===== config.mk =====
export PLATFORM = sky130hd
export DESIGN_NAME = flip_scheduler
export DESIGN_NICKNAME = d
export VERILOG_FILES = /design/src/rtl/flip_scheduler.sv
export SDC_FILE = /design/constraint.sdc
export NUM_CORES = 1
export LEC_CHECK = 0
export ABC_AREA = 0
export BUFFER_PORTS_ARGS = -buffer_cell sky130_fd_sc_hd__buf_2
export CAP_MARGIN = 20
export CELL_PAD_IN_SITES_DETAIL_PLACEMENT = 0
export CELL_PAD_IN_SITES_GLOBAL_PLACEMENT = 1
export CORE_MARGIN = 3
export CORE_UTILIZATION = 44
export DETAILED_ROUTE_END_ITERATION = 8
export GPL_TIMING_DRIVEN = 0
export PLACE_DENSITY = 0.92
export SYNTH_ARGS = -nofsm -noshare
export SYNTH_HDL_FRONTEND = slang
export SYNTH_SLANG_ARGS = --single-unit

===== constraint.sdc =====
create_clock -name clk -period 4.2 [get_ports clk]
set_clock_uncertainty 0.2 [all_clocks]
set_input_delay 0.21 -clock clk [delete_from_list [all_inputs] [get_ports clk]]
set_output_delay 0.21 -clock clk [all_outputs]
set_load 0.05 [all_outputs]

===== src/rtl/flip_scheduler.sv =====
// WalkSAT flip scheduler: fetch an unsat clause, gather break values, select, flip.
// Optional tabu on the last flipped variable is enabled by defining FLIP_TABU_EN.
module flip_scheduler #(
  parameter int NSAT                     = 3,
  parameter int MAX_CLAUSES_PER_VARIABLE = 20,
  parameter int VAR_BITS                 = 16,
  parameter int MAX_FLIPS                = 65535
) (
  input  logic                                           clk,
  input  logic                                           reset_n,
  input  logic                                           start_i,
  input  logic                                           unsat_valid_i,
  input  logic                                           unsat_empty_i,
  input  logic [NSAT*VAR_BITS-1:0]                       unsat_vars_i,
  output logic                                           brk_req_o,
  output logic [VAR_BITS-1:0]                            brk_var_o,
  input  logic                                           brk_ack_i,
  input  logic [$clog2(MAX_CLAUSES_PER_VARIABLE)-1:0]    brk_value_i,
  output logic [NSAT*$clog2(MAX_CLAUSES_PER_VARIABLE)-1:0] hs_break_values_o,
  output logic [NSAT-1:0]                                hs_valid_o,
  output logic                                           hs_enable_o,
  input  logic [1:0]                                     hs_select_i,
  input  logic                                           hs_random_i,
  output logic                                           flip_req_o,
  output logic [VAR_BITS-1:0]                            flip_var_o,
  input  logic                                           flip_ack_i,
  output logic                                           busy_o,
  output logic                                           solved_o,
  output logic                                           timeout_o,
  output logic [$clog2(MAX_FLIPS+1)-1:0]                 flip_count_o,
  output logic [$clog2(MAX_FLIPS+1)-1:0]                 random_count_o
);

  localparam int MCB       = $clog2(MAX_CLAUSES_PER_VARIABLE);
  localparam int FLIP_BITS = $clog2(MAX_FLIPS+1);
  localparam int KB        = (NSAT > 1) ? $clog2(NSAT) : 1;
  localparam logic [FLIP_BITS-1:0] FMAX  = FLIP_BITS'(MAX_FLIPS);
  localparam logic [KB-1:0]        KLAST = KB'(NSAT-1);

  typedef enum logic [2:0] {
    IDLE, FETCH, BREAK, SELECT, FLIP, DONE
  } state_e;

  state_e                           state_q, state_d;
  logic [NSAT-1:0][VAR_BITS-1:0]    vars_q, vars_d;
  logic [NSAT-1:0][MCB-1:0]         brkv_q, brkv_d;
  logic [KB-1:0]                    k_q, k_d;
  logic [1:0]                       sel_q, sel_d;
  logic                             rnd_q, rnd_d;
  logic [FLIP_BITS-1:0]             fcnt_q, fcnt_d;
  logic [FLIP_BITS-1:0]             rcnt_q, rcnt_d;
  logic                             solved_q, solved_d;
  logic                             tmo_q, tmo_d;
  logic [NSAT-1:0]                  valid;

`ifdef FLIP_TABU_EN
  logic [VAR_BITS-1:0]              last_q, last_d;
  logic                             lvld_q, lvld_d;

  always_comb begin
    valid = '1;
    for (int i = 0; i < NSAT; i++) begin
      if (lvld_q && vars_q[i] == last_q) valid[i] = 1'b0;
    end
  end
`else
  assign valid = '1;
`endif

  always_comb begin
    state_d     = state_q;
    vars_d      = vars_q;
    brkv_d      = brkv_q;
    k_d         = k_q;
    sel_d       = sel_q;
    rnd_d       = rnd_q;
    fcnt_d      = fcnt_q;
    rcnt_d      = rcnt_q;
    solved_d    = solved_q;
    tmo_d       = tmo_q;
`ifdef FLIP_TABU_EN
    last_d      = last_q;
    lvld_d      = lvld_q;
`endif
    brk_req_o   = 1'b0;
    flip_req_o  = 1'b0;
    hs_enable_o = 1'b0;
    unique case (state_q)
      IDLE, DONE: begin
        if (start_i) begin
          fcnt_d   = '0;
          rcnt_d   = '0;
          solved_d = 1'b0;
          tmo_d    = 1'b0;
`ifdef FLIP_TABU_EN
          lvld_d   = 1'b0;
`endif
          state_d  = FETCH;
        end
      end
      FETCH: begin
        if (unsat_empty_i) begin
          solved_d = 1'b1;
          state_d  = DONE;
        end else if (fcnt_q == FMAX) begin
          tmo_d    = 1'b1;
          state_d  = DONE;
        end else if (unsat_valid_i) begin
          vars_d   = unsat_vars_i;
          k_d      = '0;
          state_d  = BREAK;
        end
      end
      BREAK: begin
        brk_req_o = 1'b1;
        if (brk_ack_i) begin
          brkv_d[k_q] = brk_value_i;
          if (k_q == KLAST) state_d = SELECT;
          else              k_d     = k_q + 1'b1;
        end
      end
      SELECT: begin
        hs_enable_o = 1'b1;
        sel_d       = hs_select_i;
        rnd_d       = hs_random_i;
        // No usable literal or an invalid choice: drop this clause uncounted
        if (valid == '0 || hs_select_i == 2'b11) state_d = FETCH;
        else                                      state_d = FLIP;
      end
      FLIP: begin
        flip_req_o = 1'b1;
        if (flip_ack_i) begin
          if (fcnt_q != FMAX)          fcnt_d = fcnt_q + 1'b1;
          if (rnd_q && rcnt_q != FMAX) rcnt_d = rcnt_q + 1'b1;
`ifdef FLIP_TABU_EN
          last_d = vars_q[sel_q];
          lvld_d = 1'b1;
`endif
          state_d = FETCH;
        end
      end
      default: state_d = IDLE;
    endcase
  end

  always_ff @(posedge clk or negedge reset_n) begin
    if (!reset_n) begin
      state_q  <= IDLE;
      vars_q   <= '0;
      brkv_q   <= '0;
      k_q      <= '0;
      sel_q    <= '0;
      rnd_q    <= 1'b0;
      fcnt_q   <= '0;
      rcnt_q   <= '0;
      solved_q <= 1'b0;
      tmo_q    <= 1'b0;
`ifdef FLIP_TABU_EN
      last_q   <= '0;
      lvld_q   <= 1'b0;
`endif
    end else begin
      state_q  <= state_d;
      vars_q   <= vars_d;
      brkv_q   <= brkv_d;
      k_q      <= k_d;
      sel_q    <= sel_d;
      rnd_q    <= rnd_d;
      fcnt_q   <= fcnt_d;
      rcnt_q   <= rcnt_d;
      solved_q <= solved_d;
      tmo_q    <= tmo_d;
`ifdef FLIP_TABU_EN
      last_q   <= last_d;
      lvld_q   <= lvld_d;
`endif
    end
  end

  assign brk_var_o         = (state_q == BREAK) ? vars_q[k_q] : '0;
  assign flip_var_o        = (state_q == FLIP) ? vars_q[sel_q] : '0;
  assign hs_break_values_o = brkv_q;
  assign hs_valid_o        = valid;
  assign busy_o            = (state_q != IDLE) && (state_q != DONE);
  assign solved_o          = solved_q;
  assign timeout_o         = tmo_q;
  assign flip_count_o      = fcnt_q;
  assign random_count_o    = rcnt_q;

endmodule

==> qor.txt <==
CLOCK TREE
--------------------------------------------------------------------------------------------
Total number of H-tree levels                                                              3
Clock root cell                                                                 sky130_fd_sc_hd__clkbuf_16
Clock latency on the worst-skew pair                                                  350 ps
Clock tree from TritonCTS                                                              built
Number of buffers created by CTS                                                           9
Count of clock tree sinks                                                                105
Number of cells upsized or downsized after cts                                             0
Longest Clk Path Bufs                                                                      2
Clock slew at reported path FFs                                                        70 ps

SETUP PATH
--------------------------------------------------------------------------------------------
Startpoint type of the worst setup path                                             register
Peak fanout along the critical path                                                       10
Launch point of the worst reg-to-reg path                                             k_q[1]
Crit path arrival time                                                               2600 ps
Reg-to-reg slack, setup                                                              1680 ps
Path type of the worst setup path                                               register to output port
Cell with the largest stage delay on the worst path                             sky130_fd_sc_hd__dfrtp_1
Critical R2R Capture                                                            hs_break_values_o[9]
CP Data Required Time                                                                3790 ps
Critical Path Max Stage Delay                                                         400 ps
Length in cells of the worst reg-to-reg path                                               6
Critical Path End Type                                                           output port
Ordered list of cells on the worst path                                         buf_4, or3b_1, buf_2, buf_1, buf_1, nor2_1, buf_2

RUN
--------------------------------------------------------------------------------------------
Number of maximum-capacitance violations                                                   0

GLOBAL ROUTE
--------------------------------------------------------------------------------------------
Initial antenna violation count                                                            0
Residual overflow from global routing                                                      0
Pin count of the biggest net entering global routing                                      70
Wire length of the first global-routing pass                                        25.79 mm
Overall global routing resource usage                                                 22.45%
Via count of the first global-routing pass                                              5085

SYNTH
--------------------------------------------------------------------------------------------
Number of different library cells in the post-synthesis netlist                           60
Post-synthesis mux area share                                                         19.65%
Mean post-synth cell area                                                          10.53 µm²
Synthesis-stage register bit count                                                       105
Dominant combinational cell family by area after synthesis                      multiplexers
Top cells by area in the synthesized netlist                                    sky130_fd_sc_hd__dfrtp_1 (46%), sky130_fd_sc_hd__mux2_2 (11%), sky130_fd_sc_hd__mux2i_1 (6.0%)
Basic-gate share of the synthesized area counting and, or, nand and nor cells         16.17%
Synthesized instance count                                                               540
Commonest cells in the netlist                                                  sky130_fd_sc_hd__dfrtp_1 (105), sky130_fd_sc_hd__mux2_2 (57), sky130_fd_sc_hd__nor2_1 (46)
Share of Yosys cell area claimed by the top area cell type                            46.20%
Leading cell type by number of instances after synthesis                        sky130_fd_sc_hd__dfrtp_1
Ys Warns                                                                                   0
Area fraction in compound gates after synthesis                                       11.82%
Post-synthesis adder-cell area fraction                                               1.100%
Commonest register cell after synthesis                                         sky130_fd_sc_hd__dfrtp_1
Post-Syn Area                                                                       5687 µm²
Async S/R FF share, synth                                                             100.0%
EDFF count, synth                                                                          0
Sequential area share after synthesis                                                 46.20%
Post-Synth XOR/XNOR Area                                                             0.9241%
Largest area contributor in the synthesized netlist                             sky130_fd_sc_hd__dfrtp_1

TIMING
--------------------------------------------------------------------------------------------
Upper clock frequency limit                                                       0.3325 GHz
Final cycle utilization of the critical path                                          71.60%
# setup viols final                                                                        0
Post-route setup TNS                                                                    0 ps
Clock period minus worst slack                                                       3007 ps
RSZ-0062 raised after global routing                                                      no
Actual slew at the worst max-slew pin                                               741.6 ps
Count of pins over their slew limit                                                        0
Worst slew margin                                                                     50.10%
Number of endpoints with negative hold slack in the final report                           0

CELLS AND AREA
--------------------------------------------------------------------------------------------
Multi-input logic area                                                              2835 µm²
Post-route cell area                                                                7595 µm²
Antenna cells                                                                              0
Layout-stage area growth over the synthesis result                                    33.55%
Share of post-route cells with drive strength above 1                                 34.29%
Final net count                                                                          827
Filler cell count in the final layout                                                   1008
Sequential cell area                                                                2628 µm²

POWER
--------------------------------------------------------------------------------------------
Switching power share of the total                                                    40.94%
Cell area power density                                                         621.7 nW/µm²
Maximum ir drop on the vdd rail                                                     340.7 µV
Clk network pwr share                                                                  20.8%
Lkg Pwr                                                                             3.603 nW
Net load switching power                                                            1.933 mW
Proportion of power drawn by combinational gates                                       45.3%
Share of power burned in registers                                                     33.9%
Cell-internal power                                                                 2.788 mW

PLACED DESIGN
--------------------------------------------------------------------------------------------
HPWL reported at the end of detailed placement                                      11.02 mm
Area post-placement                                                                 6670 µm²
Routability congestion estimate from global placement                                 0.8389
Number of buffers inserted by port buffering                                             147

STATUS
--------------------------------------------------------------------------------------------
Status                                                                             completed

HOLD PATH
--------------------------------------------------------------------------------------------
Endpoint, Worst Hold                                                                solved_o
Number of cells on the worst hold path                                                     3
Startpoint of the lowest-slack hold path                                             start_i
Path class of the lowest-slack min-delay path                                   input pin to register

ROUTE
--------------------------------------------------------------------------------------------
Remaining DRCs                                                                             0
Remaining number of nets flagged by the antenna check after routing                        0
Post-detailed-route via-to-cell ratio                                                  5.358
Routed length per instance                                                          17.04 µm
Drt pass-1 iters                                                                           4
Vias post-DR                                                                            4994
Wire length after detailed routing                                                  15.88 mm
DR iter-0 viols                                                                          457

FLOORPLANNING
--------------------------------------------------------------------------------------------
Chip height                                                                         119.7 µm
Starting Density                                                                      46.19%
Horizontal die dimension                                                            119.7 µm
Number of top-level design ports                                                         151
Number of placement rows                                                                  40
Die Outline Area                                                                   14320 µm²
Core outline area                                                                  12310 µm²

timing repair:
| item | 4_1_cts | 5_1_grt |
|---|---|---|
| buffers inserted | 0 | 0 |
| endpoints found under the hold margin | 104 | 0 |
| hold buffers | 58 | 0 |
| endpoints found under the setup margin | 0 | 0 |
final cells by class:
class                           count  area share, %
Inverter                            8         0.3954
Buffer                             36          2.652
Clock buffer                       10          3.015
Multi-Input combinational cell    393          37.33
Clock inverter                      6          1.516
Sequential cell                   105          34.60
Timing Repair Buffer              206          17.73
Tap cell                          168          2.768
critical path: cells and delay by family, from the launching register on:
family	cells	cell delay [ps]
buffers and inverters	5	1280
AND/OR/NAND/NOR	2	560
flip-flops	1	400
cell families after synthesis:
| logic type | count (synthesis) |
|---|---|
| XOR/XNOR | 6 |
| adder cells (fa/ha/maj) | 5 |
| other | 1 |
| multiplexers | 100 |
| AO/OA/AOI/OAI | 106 |
| flip-flops | 105 |
| buffers and inverters | 44 |
| AND/OR/NAND/NOR | 173 |
placed cells by master (no fill, tap or decap), types with 3 or more instances in the layout:
cell type                       count
sky130_fd_sc_hd__nand2_1           38
sky130_fd_sc_hd__clkbuf_16          9
sky130_fd_sc_hd__buf_4              6
sky130_fd_sc_hd__buf_6              5
sky130_fd_sc_hd__a31oi_1            3
sky130_fd_sc_hd__mux2_2            57
sky130_fd_sc_hd__o31ai_1            9
sky130_fd_sc_hd__nor4_1             4
sky130_fd_sc_hd__mux2i_1           34
sky130_fd_sc_hd__o21ai_0           31
sky130_fd_sc_hd__and3_1             5
sky130_fd_sc_hd__a21oi_1           33
sky130_fd_sc_hd__conb_1             3
sky130_fd_sc_hd__and2_1            19
sky130_fd_sc_hd__mux2_4             9
sky130_fd_sc_hd__dfrtp_1          105
sky130_fd_sc_hd__buf_2            154
sky130_fd_sc_hd__nand4_1            9
sky130_fd_sc_hd__bufinv_16          3
sky130_fd_sc_hd__nor2_1            46
sky130_fd_sc_hd__dlygate4sd3_1     58
sky130_fd_sc_hd__o22ai_1           15
sky130_fd_sc_hd__nand3_1           18
sky130_fd_sc_hd__xnor2_1            4
sky130_fd_sc_hd__clkbuf_1          17
sky130_fd_sc_hd__ha_1               5
sky130_fd_sc_hd__inv_1              7
sky130_fd_sc_hd__or3_1             10
through the flow:
step | total power, mW | instances | util [%] | setup slack (ps) | hold WS (ps)
after global placement | 3.622 | 857 | 53.93 | 1540 | 242.5
after global routing | 4.989 | 932 | 61.69 | 958.8 | 46.99
after detailed placement | 3.697 | 858 | 54.18 | 1578 | 3.409
final | 4.721 | 932 | 61.69 | 1193 | 64.47
after CTS | 4.731 | 932 | 61.69 | 1167 | 42.12
after floorplan | 3.166 | 542 | - | 1668 | -285.6
power by group through the flow:
stage          clock network [mW]  logic, mW  registers, mW
2_1_floorplan                   0       1.41           1.76
3_3_place_gp                    0       2.03           1.59
3_5_place_dp                    0       2.08           1.61
4_1_cts                      1.00       2.13           1.60
5_1_grt                      1.05       2.30           1.64
6_report                    0.983       2.14           1.60
worst max path at each step:
| stage | slack (ps) | depth (start not counted) | endpoint | start |
|---|---|---|---|---|
| 2_1_floorplan | 1670 | 7 | random_count_o[5] | random_count_o[0] |
| 3_3_place_gp | 1540 | 1 | vars_q[7] | reset_n |
| 4_1_cts | 1170 | 7 | flip_var_o[13] | state_q[1] |
| 5_1_grt | 960 | 7 | flip_var_o[13] | sel_q[0] |
| 6_report | 1190 | 7 | flip_var_o[13] | state_q[1] |
| 3_5_place_dp | 1580 | 7 | flip_var_o[13] | state_q[1] |
registers in the layout, summed over array words and instances, names as in the netlist:
| signal | cells |
|---|---|
| vars_q | 48 |
| flip_count_o | 16 |
| random_count_o | 16 |
| hs_break_values_o | 15 |
| state_q | 3 |
| k_q | 2 |
| sel_q | 2 |
| rnd_q | 1 |
| solved_o | 1 |
| timeout_o | 1 |
metal layers:
layer / track usage [%] / vias to the layer above / routed length, µm
met2: 37.50 / 179 / 7786
met5: 0 / - / 0
li1: - / 2367 / -
met4: 7.946 / 0 / 279
met3: 4.665 / 21 / 918
met1: 29.01 / 2427 / 6894
Note: power is estimated with default switching activity, not from simulation.
